===== src/rtl/fp_dot_accum.sv =====
// fp_dot_accum
//   Fixed-point dot-product accumulator placed directly after fp_mult. It
//   sums each group of N_TERMS signed products plus a signed bias in a
//   widened accumulator. The sum is then saturated back to fp_width bits.
//   A typical use is one colour-space row, e.g. Cb = a*R + b*G + c*B + bias.
//
// Ports
//   clk        rising-edge clock for all logic
//   rst_n      synchronous active-low reset
//   flush      synchronous abort of the partial group and any pending result
//   bias       signed bias, sampled only with the first term of a group
//   in_valid   product valid
//   in_ready   block can accept a product (combinational from out_ready)
//   in_data    signed product, fp_width bits
//   out_valid  result valid
//   out_ready  consumer accepts result
//   out_data   saturated signed sum
//   out_sat    saturation occurred for this result
//
// State table
//   state    | meaning
//   ST_ACCUM | collecting terms of the current group, no result pending
//   ST_OUT   | result presented on out_*, waiting for out_ready

module fp_dot_accum #(
  parameter int fp_width = 16,
  parameter int fp_frac  = 8,
  parameter int N_TERMS  = 3,
  parameter int GUARD    = 4
) (
  input  logic                clk,
  input  logic                rst_n,
  input  logic                flush,
  input  logic [fp_width-1:0] bias,
  input  logic                in_valid,
  output logic                in_ready,
  input  logic [fp_width-1:0] in_data,
  output logic                out_valid,
  input  logic                out_ready,
  output logic [fp_width-1:0] out_data,
  output logic                out_sat
);

  localparam int AW = fp_width + GUARD;
  localparam int CW = (N_TERMS > 1) ? $clog2(N_TERMS) : 1;
  localparam logic [CW-1:0] LAST_CNT = CW'(N_TERMS - 1);

  // Largest / smallest value representable in fp_width bits, in acc width.
  localparam logic signed [AW-1:0] MAX_V = {{(GUARD + 1){1'b0}}, {(fp_width - 1){1'b1}}};
  localparam logic signed [AW-1:0] MIN_V = {{(GUARD + 1){1'b1}}, {(fp_width - 1){1'b0}}};

  // The guard bits must hold N_TERMS products plus the bias without wrap.
  // The fraction position never enters the arithmetic, so it is only checked.
  if ((2 ** GUARD) < (N_TERMS + 1) || N_TERMS < 1 || fp_frac < 0 || fp_frac >= fp_width)
  begin : g_param_err
    $error("fp_dot_accum: illegal parameter combination");
  end

  typedef enum logic {
    ST_ACCUM = 1'b0,
    ST_OUT   = 1'b1
  } state_t;

  state_t                state_q, state_d;
  logic [CW-1:0]         count_q, count_d;
  logic signed [AW-1:0]  acc_q, acc_d;
  logic [fp_width-1:0]   out_data_q, out_data_d;
  logic                  out_sat_q, out_sat_d;

  logic                  in_hs;
  logic                  out_hs;
  logic signed [AW-1:0]  data_ext;
  logic signed [AW-1:0]  bias_ext;

  function automatic logic [fp_width:0] saturate(input logic signed [AW-1:0] a);
    logic [fp_width:0] r;
    if (a > MAX_V) begin
      r = {1'b1, 1'b0, {(fp_width - 1){1'b1}}};
    end else if (a < MIN_V) begin
      r = {1'b1, 1'b1, {(fp_width - 1){1'b0}}};
    end else begin
      r = {1'b0, a[fp_width-1:0]};
    end
    return r;
  endfunction

  assign data_ext  = {{GUARD{in_data[fp_width-1]}}, in_data};
  assign bias_ext  = {{GUARD{bias[fp_width-1]}}, bias};

  assign out_valid = (state_q == ST_OUT);
  assign in_ready  = (state_q == ST_ACCUM) | ((state_q == ST_OUT) & out_ready);
  assign in_hs     = in_valid & in_ready;
  assign out_hs    = out_valid & out_ready;
  assign out_data  = out_data_q;
  assign out_sat   = out_sat_q;

  always_comb begin
    state_d    = state_q;
    count_d    = count_q;
    acc_d      = acc_q;
    out_data_d = out_data_q;
    out_sat_d  = out_sat_q;

    if (flush) begin
      state_d = ST_ACCUM;
      count_d = '0;
      acc_d   = '0;
    end else begin
      if (out_hs) begin
        state_d = ST_ACCUM;
      end
      if (in_hs) begin
        // In ST_OUT an input handshake implies out_ready, so count_q is 0
        // and this term opens the next group.
        if (count_q == '0) begin
          acc_d = bias_ext + data_ext;
        end else begin
          acc_d = acc_q + data_ext;
        end
        if (count_q == LAST_CNT) begin
          count_d                 = '0;
          state_d                 = ST_OUT;
          {out_sat_d, out_data_d} = saturate(acc_d);
        end else begin
          count_d = count_q + 1'b1;
        end
      end
    end
  end

  always_ff @(posedge clk) begin
    if (!rst_n) begin
      state_q    <= ST_ACCUM;
      count_q    <= '0;
      acc_q      <= '0;
      out_data_q <= '0;
      out_sat_q  <= 1'b0;
    end else begin
      state_q    <= state_d;
      count_q    <= count_d;
      acc_q      <= acc_d;
      out_data_q <= out_data_d;
      out_sat_q  <= out_sat_d;
    end
  end

endmodule


===== config.mk =====
export PLATFORM = sky130hd
export DESIGN_NAME = fp_dot_accum
export DESIGN_NICKNAME = d
export VERILOG_FILES = /design/src/rtl/fp_dot_accum.sv
export SDC_FILE = /design/constraint.sdc
export NUM_CORES = 1
export LEC_CHECK = 0
export BUFFER_PORTS_ARGS = -buffer_cell sky130_fd_sc_hd__buf_2
export CAP_MARGIN = 20
export CELL_PAD_IN_SITES_DETAIL_PLACEMENT = 2
export CELL_PAD_IN_SITES_GLOBAL_PLACEMENT = 2
export CORE_MARGIN = 2
export CORE_UTILIZATION = 31
export DETAILED_ROUTE_END_ITERATION = 10
export HOLD_SLACK_MARGIN = 0.02
export PLACE_DENSITY = 0.8
export SLEW_MARGIN = 10
export SYNTH_ARGS = -nofsm -noshare
export SYNTH_HDL_FRONTEND = slang
export SYNTH_SLANG_ARGS = --single-unit

===== constraint.sdc =====
create_clock -name clk -period 2.9 [get_ports clk]
set_input_delay 0 -clock clk [delete_from_list [all_inputs] [get_ports clk]]
set_output_delay 0 -clock clk [all_outputs]
set_load 0.01 [all_outputs]

Word-level counts from Yosys, hierarchy flattened:

Cells that the tools add are included.

* add/sub/neg operators: 3
* $mul: 0
* divide/modulo/power cells: 0
* order comparisons: 2
* equality and inequality tests: 1
* shift-type cells: 0
* multiplexer cells: 9
* bitwise gates (word level): 6
* reductions and logical operators: 3

Operators by type and width (number)
* $mux W20: 3
* $mux W17: 2
* $add A20 B16 Y20: 1
* $gt A20 B16 Y1 const B: 1
* $lt A20 B16 Y1 const B: 1
* $add A16 B16 Y17: 1
* $mux W1: 3
* $not A1 Y1: 3
* $reduce_and A3 Y1: 1
* $add A2 B1 Y2 const B: 1
* $and A1 B1 Y1: 2
* $eq A2 B2 Y1 const B: 1
* $logic_not A2 Y1: 1
* $mux W2: 1
* $reduce_or A2 Y1: 1
* $or A1 B1 Y1: 1

* register bits after elaboration: 40
* latch bits: 0
* RAM bits: 0
* ROM bits: 0
* input bits: 37
* output and inout port bits: 19
* logic and storage cells: 29
* memories kept: 0

Logic depth before layout (Yosys ltp):

* depth after elaboration: 8
* depth in mapped cells: 12
* gate-level depth less buffers: 11

Worst setup path after synthesis:

No wires, ideal clock.

* path kind: register to register
* start: reg acc_q[0]
* end: reg out_data_q[0] (netlist: out_data[0])
* setup time: 0.119 ns
* arrival: 2.932 ns
* data required time: 2.781 ns
* slack: -0.151 ns
* cell stages (with the launch flop): 13
* buffers on the path: 1
* period minus slack after synthesis: 3.051 ns
* cell sequence: dfxtp_1 ha_1 fa_1 a21o_2 a221oi_2 a211o_1 a21o_1 a2111o_1 nand3_1 o41ai_4 buf_6 nand2_4 o221a_1

* longest elaborated chain between the ends: 7
* elaborated cells on any way between the ends: 8
* those cells by class: 1 x add/sub; 2 x order compare; 5 x mux

RTL lines
* from (decl): line 66 `logic signed [AW-1:0] acc_q, acc_d;`
* from (signal assigned): line 135 `acc_q <= '0;`
* from (signal assigned): line 141 `acc_q <= acc_d;`
* $add A20 B16 Y20 *: line 118 `acc_d = acc_q + data_ext;`
* $mux W20 *: line 115 `if (count_q == '0) begin`
* $mux W20 *: line 112 `if (in_hs) begin`
* $mux W20 *: line 104 `if (flush) begin`
* $lt A20 B16 Y1: line 79 `end else if (a < MIN_V) begin`
* $mux W17: line 79
* $mux W17 *: line 77 `if (a > MAX_V) begin`
* to (signal assigned): line 142 `out_data_q <= out_data_d;`
* to (decl): line 67 `logic [fp_width-1:0] out_data_q, out_data_d;`

Every way passes the cells marked *; elsewhere a longest branch is shown, timed or not. The select of a mux whose other input is x is not followed.
A chain may end at the register's enable or synchronous reset.

Worst setup path in the final report:

* start: reg acc_q[8]
* end: reg out_data_q[13] (netlist: out_data[13])

Same word-level chain as after synthesis.

==> results.json <==
{
  "period_share_pct": 116,
  "layout_common_cells": "buf_2, buf_4, nor2_1, dfxtp_1, a21oi_1",
  "cts_tree": "yes",
  "dr.pass1.iters": 5,
  "clkSlewWorstSetupHoldPaths_ps": 70,
  "cap_violations": 0,
  "synth.area.top_cells": "dfxtp_1, ha_1, a21oi_1, nor2_1, nand2_1",
  "holdCritPathClass": "in2reg",
  "coreArea_um2": 11300,
  "fin_nets": 606,
  "grt_pass1_wl_um": 25500,
  "syn_area_um2": 3580,
  "power_density_nw_per_um2": 457,
  "ys_types": 70,
  "cp.arrival_ps": 3530,
  "layout_commonest_cell": "buf_2",
  "clkLatencyLatePin_ps": 300,
  "htreeDepth": 2,
  "place_congestion": 0.844,
  "die_x_um": 111,
  "antenna_found_initial": 0,
  "ys.flop_type": "dfxtp_1",
  "avgRoutedWirePerCell_um": 24.4,
  "syn_avg_cell_area_um2": 8.32,
  "cp_max_fo": 6,
  "die_h_um": 111,
  "yosys.area.top_type": "dfxtp_1",
  "drc": 0,
  "drt_wl_total_um": 16500,
  "peakVddDrop_mv": 0.289,
  "syn2layout_area_growth_pct": 32.4,
  "io_buffers": 55,
  "synth.top_cell.area_share_pct": 22.4,
  "synthesis.nets": 504,
  "cts_root_buf": "clkbuf_16",
  "io_pins": 56,
  "tns_ps": -6950,
  "cp-end-kind": "flop",
  "layout-drive-gt1-share_pct": 31.7,
  "cts_inserted_buffers": 5,
  "whs_endpoint": "out_data[0]",
  "holdWs_ps": 83.1,
  "worst_pin_slew_ps": 729,
  "min_period_ps": 3360,
  "drtIter0Drc": 202,
  "hold_viol": 0,
  "setup_viol": 18,
  "violations": "negative setup slack",
  "synth.yosys.warnings": 0,
  "diodes": 0,
  "reg2reg_slack_ps": -460,
  "yosys_register_bits": 40,
  "timing.rr.start": "acc_q[8]",
  "cp-start-kind": "flop",
  "fin_ws_ps": -458,
  "fmax_mhz": 298,
  "vias": 4004,
  "rsz0062_at_grt": "true",
  "slew_viol_final": 0,
  "clock_skew_ps": 16.9,
  "clockBufferDepth": 2,
  "required_ps": 3070,
  "synth_edf_count": 0,
  "die-area_um2": 12400,
  "holdPathStages": 2,
  "num_rows": 39,
  "grt_pass1_vias": 4516,
  "clock-sinks": 40,
  "status": "complete, but fails checks",
  "overflow": 0,
  "hpwl_um": 10500,
  "slew_headroom_pct": 51.3,
  "r2r_end": "out_data[13]",
  "initial_core_util_pct": 31.6,
  "grt_max_degree": 33,
  "critPathSlowestCell": "o41ai_4",
  "rr_worst_depth": 11,
  "synthArstFlopShare_pct": 0,
  "synth.yosys.seq_area_share_pct": 22.4,
  "netlist_instances": 430,
  "viasPerCell": 5.92,
  "leakage_nw": 2.12,
  "critPathMaxStageDelay_ps": 490,
  "hold_path.startpoint": "rst_n",
  "crit_chain": "ha_1 > a21oi_1 > o21ai_0 > nor3b_2 > o31ai_4 > a21oi_4 > o31ai_4 > o41ai_4 > buf_6 > nand2_4 > o221a_1",
  "groute.usage.overall_pct": 25.7,
  "crit_type": "reg2reg",
  "worst_path_most_repeated_cell": "o31ai_4",
  "ant_nets": 0
}
-- sequential cells by signal, indices dropped and copies added (netlist names) --
signal     cells
count_q        2
out_sat        1
acc_q         20
out_data      16
out_valid      1
-- synthesized netlist by cell type (3+ instances only) --
library cell   n
a21o_1        13
nor2_1        48
nand3_1       11
xor2_1        10
o21ai_0       19
a211oi_1      14
xnor2_1       13
nor3_1        11
o21a_1         6
a21oi_1       38
o21bai_1       3
nand4_1        7
nor2b_1        5
nand2_1       34
nand3b_1       3
inv_1          6
nand2b_1       7
a31oi_1        5
o221a_1        6
a22o_1         9
mux2i_1        6
o211ai_1       5
ha_1          35
clkbuf_1      15
a211o_1        7
dfxtp_1       40
-- repair_timing --
action / CTS / global route
endpoints found under the hold margin: 1 / 0
setup buffers: 7 / 7
gates resized for setup: 20 / 19
cloned: 0 / 1
endpoints found under the setup margin: 18 / 26
hold buffers: 1 / 0
pin swaps: 15 / 28
-- routing by layer --
layer | part of all wire (%) | wire length (um) | up-vias | global-route usage, %
met1 | 38 | 6310 | 2015 | 28.4
li1 | - | - | 1820 | -
met3 | 3.1 | 519 | 50 | 3.16
met4 | 4.6 | 751 | 0 | 11.4
met2 | 54 | 8910 | 119 | 49.1
met5 | 0 | 0 | - | 0
-- critical path, delay by kind of cell, from the launching register on --
kind / cells / cell delay, ps
buffers and inverters: 1 / 200
flip-flops: 1 / 320
AND/OR/NAND/NOR: 2 / 460
AO/OA/AOI/OAI: 7 / 1890
adder cells (fa/ha/maj): 1 / 370
-- power breakdown --
group | switching [mW] | internal [mW]
Clock | 0.269 | 0.410
Sequential | 0.0136 | 0.566
Combinational | 0.532 | 0.373
Total | 0.814 | 1.35
-- worst max path at each step --
stage / startpoint / endpoint / slack (ps) / cells after the start
3_5_place_dp: acc_q[0] / out_data[5] / -340 / 12
2_1_floorplan: acc_q[0] / out_data[13] / 10 / 11
5_1_grt: acc_q[0] / out_data[12] / -510 / 12
4_1_cts: acc_q[0] / out_data[5] / -260 / 12
3_3_place_gp: acc_q[0] / out_data[6] / -190 / 12
6_report: acc_q[8] / out_data[13] / -460 / 11
-- area by class of cell --
class / count / area (um^2)
flip-flops and latches: 40 / 803
clock buffers: 5 / 125
well taps: 143 / 179
fillers: 1252 / 6590
inverters: 6 / 22.5
multi-input cells: 365 / 2820
repair buffers: 114 / 743
clock inverters: 3 / 46.3
-- stage by stage --
stage	power (mW)	instance area (um^2)	worst slack [ps]	instances	util, %
CTS	2.09	4620	-262	668	40.8
finish	2.16	4730	-458	676	41.8
detailed placement	1.36	4300	-340	653	38.0
global placement	1.33	4300	-187	653	38.0
global route	2.25	4730	-512	676	41.8
floorplan	1.08	3600	13.2	430	-
-- cells by family after synthesis --
logic type | Yosys count | share of synthesized area, %
AOI/OAI and AO/OA | 155 | 34.3
and+or+nand+nor | 144 | 19.6
DFF | 40 | 22.4
adders and majority gates | 37 | 13.4
buffers and inverters | 25 | 3.08
xor gates and xnor gates | 23 | 5.63
muxes | 6 | 1.68
(Power assumes the default switching activity.)
